`src/rtl/issue_router.sv`:
```
// In-order issue stage: buffers decoded bundles in a circular queue and routes the
// oldest entries into fixed slots (slot0/1 ALU, slot2 MDU, slot3 BRU) each cycle.
module issue_router #(
  parameter int ISSUE_NUM = 4,
  parameter int QDEPTH    = 8,
  parameter int PC_W      = 64
) (
  input  logic                      clk,
  input  logic                      rst_n,
  input  logic [ISSUE_NUM-1:0]      in_valid,
  input  logic [32*ISSUE_NUM-1:0]   in_inst,
  input  logic [PC_W*ISSUE_NUM-1:0] in_pc,
  output logic                      in_ready,
  input  logic                      issue_stall,
  input  logic                      flush,
  output logic [3:0]                slot_valid,
  output logic [127:0]              slot_inst,
  output logic [4*PC_W-1:0]         slot_pc,
  output logic [$clog2(QDEPTH):0]   q_count
);

  localparam int PTR_W = $clog2(QDEPTH);
  localparam int CNT_W = PTR_W + 1;

  typedef enum logic [1:0] {CLS_ALU, CLS_MDU, CLS_BRU} cls_e;

  function automatic cls_e classify(input logic [31:0] inst);
    cls_e c;
    c = CLS_ALU;
    if ((inst[6:0] == 7'b0110011 || inst[6:0] == 7'b0111011) && inst[31:25] == 7'b0000001)
      c = CLS_MDU;
    else if (inst[6:0] == 7'b1100011 || inst[6:0] == 7'b1101111 || inst[6:0] == 7'b1100111)
      c = CLS_BRU;
    return c;
  endfunction

  logic [PTR_W-1:0]  head, tail;
  logic [31:0]       q_inst [QDEPTH];
  logic [PC_W-1:0]   q_pc   [QDEPTH];

  logic              accept;
  logic [CNT_W-1:0]  enq_n, deq_n, sel_cnt, avail;
  logic [3:0]        sel_valid;
  logic [3:0][31:0]  sel_inst;
  logic [3:0][PC_W-1:0] sel_pc;

  // Space for a full-width bundle is judged on the registered count only.
  assign in_ready = (CNT_W'(QDEPTH) - q_count) >= CNT_W'(ISSUE_NUM);
  assign accept   = in_ready & (|in_valid);
  assign deq_n    = issue_stall ? '0 : sel_cnt;
  assign avail    = (q_count > CNT_W'(4)) ? CNT_W'(4) : q_count;

  always_comb begin
    enq_n = '0;
    for (int i = 0; i < ISSUE_NUM; i++)
      enq_n = enq_n + CNT_W'(in_valid[i]);
    if (!accept)
      enq_n = '0;
  end

  // Age-ordered walk: stop at the first entry that cannot be placed or after a branch,
  // so the issued group is always a contiguous prefix of the queue.
  always_comb begin : select
    logic             done;
    logic             found;
    logic [1:0]       tgt;
    logic [PTR_W-1:0] idx;
    cls_e             cls;
    sel_valid = '0;
    sel_inst  = '0;
    sel_pc    = '0;
    sel_cnt   = '0;
    done      = 1'b0;
    found     = 1'b0;
    tgt       = 2'd0;
    idx       = '0;
    cls       = CLS_ALU;
    for (int k = 0; k < 4; k++) begin
      idx   = head + PTR_W'(k);
      cls   = classify(q_inst[idx]);
      found = 1'b0;
      tgt   = 2'd0;
      if (!done && CNT_W'(k) < avail) begin
        case (cls)
          CLS_MDU: begin found = !sel_valid[2]; tgt = 2'd2; end
          CLS_BRU: begin found = !sel_valid[3]; tgt = 2'd3; end
          default: begin
            if (!sel_valid[0]) begin found = 1'b1; tgt = 2'd0; end
            else if (!sel_valid[1]) begin found = 1'b1; tgt = 2'd1; end
          end
        endcase
        if (!found) begin
          done = 1'b1;
        end else begin
          sel_valid[tgt] = 1'b1;
          sel_inst[tgt]  = q_inst[idx];
          sel_pc[tgt]    = q_pc[idx];
          sel_cnt        = sel_cnt + CNT_W'(1);
          if (cls == CLS_BRU)
            done = 1'b1;
        end
      end
    end
  end

  always_ff @(posedge clk) begin
    if (accept && !flush) begin
      for (int i = 0; i < ISSUE_NUM; i++) begin
        if (in_valid[i]) begin
          q_inst[tail + PTR_W'(i)] <= in_inst[32*i +: 32];
          q_pc[tail + PTR_W'(i)]   <= in_pc[PC_W*i +: PC_W];
        end
      end
    end
  end

  // Flush wins over enqueue, dequeue and stall; unselected slots keep stale inst/pc.
  always_ff @(posedge clk or negedge rst_n) begin
    if (!rst_n) begin
      head       <= '0;
      tail       <= '0;
      q_count    <= '0;
      slot_valid <= '0;
      slot_inst  <= '0;
      slot_pc    <= '0;
    end else if (flush) begin
      head       <= '0;
      tail       <= '0;
      q_count    <= '0;
      slot_valid <= '0;
    end else begin
      tail    <= tail + PTR_W'(enq_n);
      q_count <= q_count + enq_n - deq_n;
      if (!issue_stall) begin
        head       <= head + PTR_W'(sel_cnt);
        slot_valid <= sel_valid;
        for (int i = 0; i < 4; i++) begin
          if (sel_valid[i]) begin
            slot_inst[32*i +: 32]   <= sel_inst[i];
            slot_pc[PC_W*i +: PC_W] <= sel_pc[i];
          end
        end
      end
    end
  end

endmodule

```
`config.mk`:
```
export PLATFORM = sky130hd
export DESIGN_NAME = issue_router
export DESIGN_NICKNAME = d
export VERILOG_FILES = /design/src/rtl/issue_router.sv
export SDC_FILE = /design/constraint.sdc
export NUM_CORES = 2
export LEC_CHECK = 0
export BUFFER_PORTS_ARGS = -buffer_cell sky130_fd_sc_hd__clkbuf_2
export CAP_MARGIN = 20
export CORE_UTILIZATION = 45
export CTS_CLUSTER_DIAMETER = 80
export DETAILED_ROUTE_END_ITERATION = 10
export HOLD_SLACK_MARGIN = 0.1
export PLACE_DENSITY_LB_ADDON = 0.1
export REMOVE_ABC_BUFFERS = 1
export SLEW_MARGIN = 5
export SYNTH_ARGS = -nofsm -noshare
export SYNTH_HDL_FRONTEND = slang
export SYNTH_SLANG_ARGS = --single-unit
export TNS_END_PERCENT = 1
```
`constraint.sdc`:
```
create_clock -name clk -period 17.3 [get_ports clk]
set_clock_uncertainty 0.1 [all_clocks]
set_input_delay 1.73 -clock clk [delete_from_list [all_inputs] [get_ports clk]]
set_output_delay 1.73 -clock clk [all_outputs]
set_load 0.02 [all_outputs]
```
# ---- Yosys cells after proc, flatten, opt, wreduce, memory -nomap -nowiden
# Memory sizes are Yosys's and may differ from the RTL's.
# Cells that the tools add are included.
dict set report op_classes {
  n_addsub 17
  multipliers 0
  n_div 0
  order_cmp 14
  n_eq_ne 33
  shift 0
  mux 127
  bitwise_logic 8
  n_reduce_logical 39
}
# cell n
set op_table {}
lappend op_table {{256-bit 2-to-1 mux} 8}
lappend op_table {{128-bit 2-to-1 mux} 8}
lappend op_table {{256-bit bitwise mux} 3}
lappend op_table {{64-bit demux with 2-bit select} 4}
lappend op_table {{128-bit bitwise mux} 3}
lappend op_table {{256-bit bitwise AND} 1}
lappend op_table {{32-bit demux with 2-bit select} 4}
lappend op_table {{64-bit 2-to-1 mux} 4}
lappend op_table {{128-bit bitwise AND} 1}
lappend op_table {{32-bit 2-to-1 mux} 4}
lappend op_table {{7-bit equality test, second input constant} 12}
lappend op_table {{4-bit 2-to-1 mux} 20}
lappend op_table {{7-bit by 6-bit equality test with 1-bit output, second input constant} 8}
lappend op_table {{1-bit 2-to-1 mux} 43}
lappend op_table {{7-bit by 1-bit equality test with 1-bit output, second input constant} 4}
lappend op_table {{2-bit 2-to-1 mux} 12}
lappend op_table {{2-bit one-hot mux with 2 select lines} 4}
lappend op_table {{3-bit by 2-bit adder with 3-bit output, second input constant} 4}
lappend op_table {{4-bit by 1-bit adder with 4-bit output, second input constant} 3}
lappend op_table {{1-bit logical AND} 12}
lappend op_table {{1-bit logical OR} 12}
lappend op_table {{2-bit by 3-bit less-than comparator with 1-bit output, second input constant} 4}
lappend op_table {{4-bit OR} 3}
lappend op_table {{3-bit AND reduction} 4}
lappend op_table {{23 further kinds} 53}
dict set report word_totals {
  register_bits 398
  latch_bits 0
  mem_bits_rw 768
  rom_bits 0
  input_bits 392
  out_inout_bits 393
  word_cells 252
  memories 2
}
# memory depth word_bits read_ports rd_ports_with_merged_regs write_ports line_no
set mem_list {}
lappend mem_list {q_pc 8 64 4 0 4 39} ;# logic [PC_W-1:0] q_pc [QDEPTH];
lappend mem_list {q_inst 8 32 4 0 4 38} ;# logic [31:0] q_inst [QDEPTH];

# ---- Depth between registers and ports, before layout
# An unclocked memory read counts as a cell.
dict set report logic_depth {
  word_depth 50
  depth_mapped 30
  depth_no_buf 25
}

# ---- Worst setup path before layout
# No wires, ideal clock.
dict set report synth_path {
  path_kind {in2reg}
  from {input port in_valid[0]}
  to {memory q_inst[2][0] (enable)}
  setup_ps 879
  arrival_time_ps 14094
  t_required_ps 16321
  setup_slack_ps 2227
  cell_stages 7
  path_buffers 1
  path_cell_list {inv_1 ha_1 a221oi_1 nor2b_1 clkbuf_1 nand2_1 o311ai_0}
}
# element line_no
set synth_lines {}
lappend synth_lines {{start, declared} 10} ;# input logic [ISSUE_NUM-1:0] in_valid,
lappend synth_lines {{end, declared} 38}

# ---- Final worst setup path
dict set report layout_path {
  from {register head[0]}
  to {register head[2]}
}
dict set report layout_via {
  elab_chain_cells 46
  elab_cells_between_ends 137
  cone_classes {add/sub: 6; order compare: 6; eq/ne: 32; mux: 59; bitwise: 2; reduce/logical: 31; memory: 1}
}
# element line_no
set layout_rtl {}
lappend layout_rtl {{start, declared} 37} ;# logic [PTR_W-1:0] head, tail;
lappend layout_rtl {{start signal, assigned} 135} ;# head <= head + PTR_W'(sel_cnt);
lappend layout_rtl {{memory 8 x 32 bit} n/a}
lappend layout_rtl {{7-bit equality test} 32} ;# else if (inst[6:0] == 7'b1100011 || inst[6:0] == 7'b1101111 || inst[6:0] == 7'b1100111)
lappend layout_rtl {{1-bit logical OR (2 in series)} 32}
lappend layout_rtl {{2-bit 2-to-1 mux} 32}
lappend layout_rtl {{2-bit 2-to-1 mux} 30} ;# if ((inst[6:0] == 7'b0110011 || inst[6:0] == 7'b0111011) && inst[31:25] == 7'b0000001)
lappend layout_rtl {{2-bit equality test or 2-bit by 1-bit equality test with 1-bit output (tied branches)} {84, 99}}
lappend layout_rtl {{2-bit one-hot mux with 2 select lines} 84} ;# case (cls)
lappend layout_rtl {{2-bit 2-to-1 mux} 83} ;# if (!done && CNT_W'(k) < avail) begin
lappend layout_rtl {{[... 29 more ...]} n/a}
lappend layout_rtl {{1-bit 2-to-1 mux} 88} ;# if (!sel_valid[0]) begin found = 1'b1; tgt = 2'd0; end
lappend layout_rtl {{1-bit one-hot mux with 2 select lines} 84}
lappend layout_rtl {{1-bit 2-to-1 mux} 83}
lappend layout_rtl {{4-bit 2-to-1 mux} 92} ;# if (!found) begin
lappend layout_rtl {{4-bit 2-to-1 mux} 83}
lappend layout_rtl {{3-bit adder (*)} 135}
lappend layout_rtl {{3-bit 2-to-1 mux (*)} 134} ;# if (!issue_stall) begin
lappend layout_rtl {{3-bit 2-to-1 mux (*)} 126} ;# end else if (flush) begin
# Every way passes the cells marked *; elsewhere a longest branch is shown, timed or not. The select of a mux whose other input is x is not followed.
# A chain may end at the register's enable or synchronous reset.

==> impl_metrics.toml <==
[cells_and_area]
layout_common_cells = "nand2_1 (2164), clkbuf_2 (783), edfxtp_1 (768)"
finalInstanceArea_um2 = 90100
num-fill-cells = 16288
nNetsFinal = 8977
final_common_cell = "nand2_1"
layout.cells.non_filler = 11147
drive_gt1_share_pct = 23.2
syn2layout_area_growth_pct = 11.1
fin_util_pct = 50.4

[drt]
vias = 82338
avgRoutedWirePerCell_um = 38.2
route.detailed.drc = 0
drtPass1Iterations = 11
wl_um = 426000
post_drt_via_cell_ratio = 7.39
drtIter0Drc = 16013
antenna_left = 0

[logic_synthesis]
synth-edff-count = 768
synth_warnings = 0
async_flop_share_pct = 34.1
synth_cell_type_count = 75
seq_area_frac_synth_pct = 40.7
synth-seq-cells = 1166
syn-cell-area_um2 = 81100
synth_cells = 8665
ys.flop_type = "edfxtp_1"
syn_area_per_cell_um2 = 9.36

[clock_tree]
cts_buffers = 144
clock_path_buffers = 3
h-tree-depth = 4
post_cts_resized = 0
path_clk_slew_ns = 0.06
cts_sinks = 1166
cts_post_setup_buffers_inserted = 0
root_buffer = "clkbuf_16"
clkLatencyLatePin_ns = 0.86
hold_buffers = 0
cts_tree = "built"

[timing]
tightest_slew_ns = 1.54
timing.final.crit_share_pct = 56.5
hold_viol_final = 0
slew_headroom_pct = -2.95
grt_setup_unrepaired = "false"
setup_tns_ns = 0
fin_crit_ns = 9.77
drv_slew = 34
clock.fmax_mhz = 102
setup_viol = 0

[worst_setup_path]
critical-path-top-delay-family = "buffers and inverters"
crit_required_ns = 17.91
critical_path_arrival_ns = 10.38
worst_path_max_delay_cell = "dfrtp_4"
path_cells = "inv_2 > ha_4 > inv_8 > buf_4 > mux4_2 > or4b_1 > or4_1 > nand2b_1 > a211oi_1 > or3_4 > buf_4 > mux2i_1 > fa_1 > or2_2 > or4_1 > a2111o_1 > nand2_1 > mux2_2"
rr_startpoint = "head[0]"
start_kind = "flip-flop"
critical_path_buf_inv_count = 4
crit_start = "head[0]"
worstPathMaxFanout = 86
max_stage_delay_ns = 1.13
end_kind = "flip-flop"
critPathKind = "reg -> reg"

[worst_hold_path]
min_path_type = "reg -> reg"
hold_start = "slot_inst[69]"

[placed_design]
dpl.cell_count = 10769
place_hpwl_um = 234000
gp_congestion = 0.938
place_area_um2 = 84900
portBuffers = 784

[floorplan]
placeableCoreArea_um2 = 179000
row_count = 155
initial_core_util_pct = 45.4
chipWidth_um = 427
dieArea_um2 = 182000
fp.dieH_um = 427
ios = 785

[global_routing]
grt_pass1_vias = 77612
antenna_found_initial = 131
grt_first_pass_wirelength_um = 586000
grtUsageTotal_pct = 45.3
grt_max_degree = 163
grt_overflow = 0

[outcome]
violations = "slew limit"
outcome = "finished with violations"

[pwr]
p_total_mw = 17.0
powerDensity_nw_per_um2 = 188
peakVddDrop_mv = 0.245
leakage_nw = 34.4

[run]
drv_cap = 0
## synth_stat cells (10+ instances only)
master / number / area, µm²
buf_2: 16 / 80.1
a21oi_1: 122 / 611
mux2_1: 10 / 113
buf_6: 10 / 113
mux2i_1: 493 / 4930
a31oi_1: 663 / 4150
a221o_1: 10 / 100
a22oi_1: 94 / 706
mux2_4: 20 / 300
and2_1: 14 / 87.6
nor2b_1: 11 / 68.8
o21ai_0: 462 / 2310
clkbuf_2: 96 / 480
edfxtp_1: 768 / 23100
nor3_1: 19 / 95.1
a222oi_1: 168 / 1680
nand2b_1: 15 / 93.8
dfrtp_1: 398 / 9960
inv_1: 21 / 78.8
xnor2_1: 10 / 87.6
o22ai_1: 755 / 4720
mux2_2: 437 / 4920
ha_1: 16 / 200
mux4_2: 316 / 7120
nand3_1: 190 / 951
nor2_1: 162 / 608
buf_4: 73 / 548
nand2_1: 2177 / 8170
clkbuf_1: 864 / 3240
buf_1: 136 / 510
## power by group
part,total [mW],internal (mW),switching [mW]
sequential,4.57,3.99,0.572
clock,3.22,1.85,1.37
combinational,9.19,3.07,6.12
total,17.0,8.91,8.07
## worst reg2reg max path, cell delays in order, from the launching register on
cell	delay [ns]
dfrtp_4	1.13
inv_2	0.51
ha_4	0.61
inv_8	0.61
buf_4	0.66
mux4_2	0.71
or4b_1	0.62
or4_1	0.60
nand2b_1	0.21
a211oi_1	0.48
or3_4	0.23
buf_4	0.87
mux2i_1	0.30
fa_1	0.46
or2_2	0.30
or4_1	0.41
a2111o_1	0.42
nand2_1	0.09
mux2_2	0.33
## routing by layer
metal  part of all wire (%)  track usage [%]
met5                   0.10            0.317
met4                    8.7             35.6
met3                     15             14.9
met2                     42             65.3
met1                     34             55.8
## cells by family after synthesis
logic type / after synthesis / synth area share, %
mux: 1276 / 21.4
simple gates: 2640 / 12.9
flops: 1166 / 40.7
compound gates: 2326 / 18.1
xor+xnor: 15 / 0.171
buf+inv: 1219 / 6.26
fa+ha+maj: 23 / 0.409
## stage by stage
step	hold WS, ns	setup slack [ns]
finish	0.366	7.53
detailed placement	0.351	7.72
global placement	0.349	7.83
global route	0.381	7.23
floorplan	0.474	-23.62
CTS	0.368	7.69
## layout make-up
type,instances,area [µm²],area share (%)
inverter,23,101,0.112
tap,2355,2950,3.27
clock inverter,69,883,0.980
antenna,106,265,0.294
timing repair buffer,948,5390,5.98
sequential,1166,33000,36.6
clock buffer,200,4020,4.46
multi-input combinational,6280,43500,48.3
## path summary, 6_finish.rpt
check                      depth (start not counted)             to  slack (ns)
setup / recovery                                  18        head[2]        7.53
hold / removal                                     1  slot_inst[69]        0.37
setup reg to reg                                  18        head[2]        7.53
hold reg to reg                                    1  slot_inst[69]        0.37
max in group asynchronous                          3  slot_inst[86]       13.89
min in group asynchronous                          1  slot_inst[89]        0.77
## flip-flops by register name, summed over array words and instances, names as in the netlist
| register | cells |
|---|---|
| slot_valid | 4 |
| head | 3 |
| slot_inst | 128 |
| tail | 3 |
| q_pc | 512 |
| q_count | 4 |
| slot_pc | 256 |
| q_inst | 256 |
Note: power is estimated with default switching activity, not from simulation.
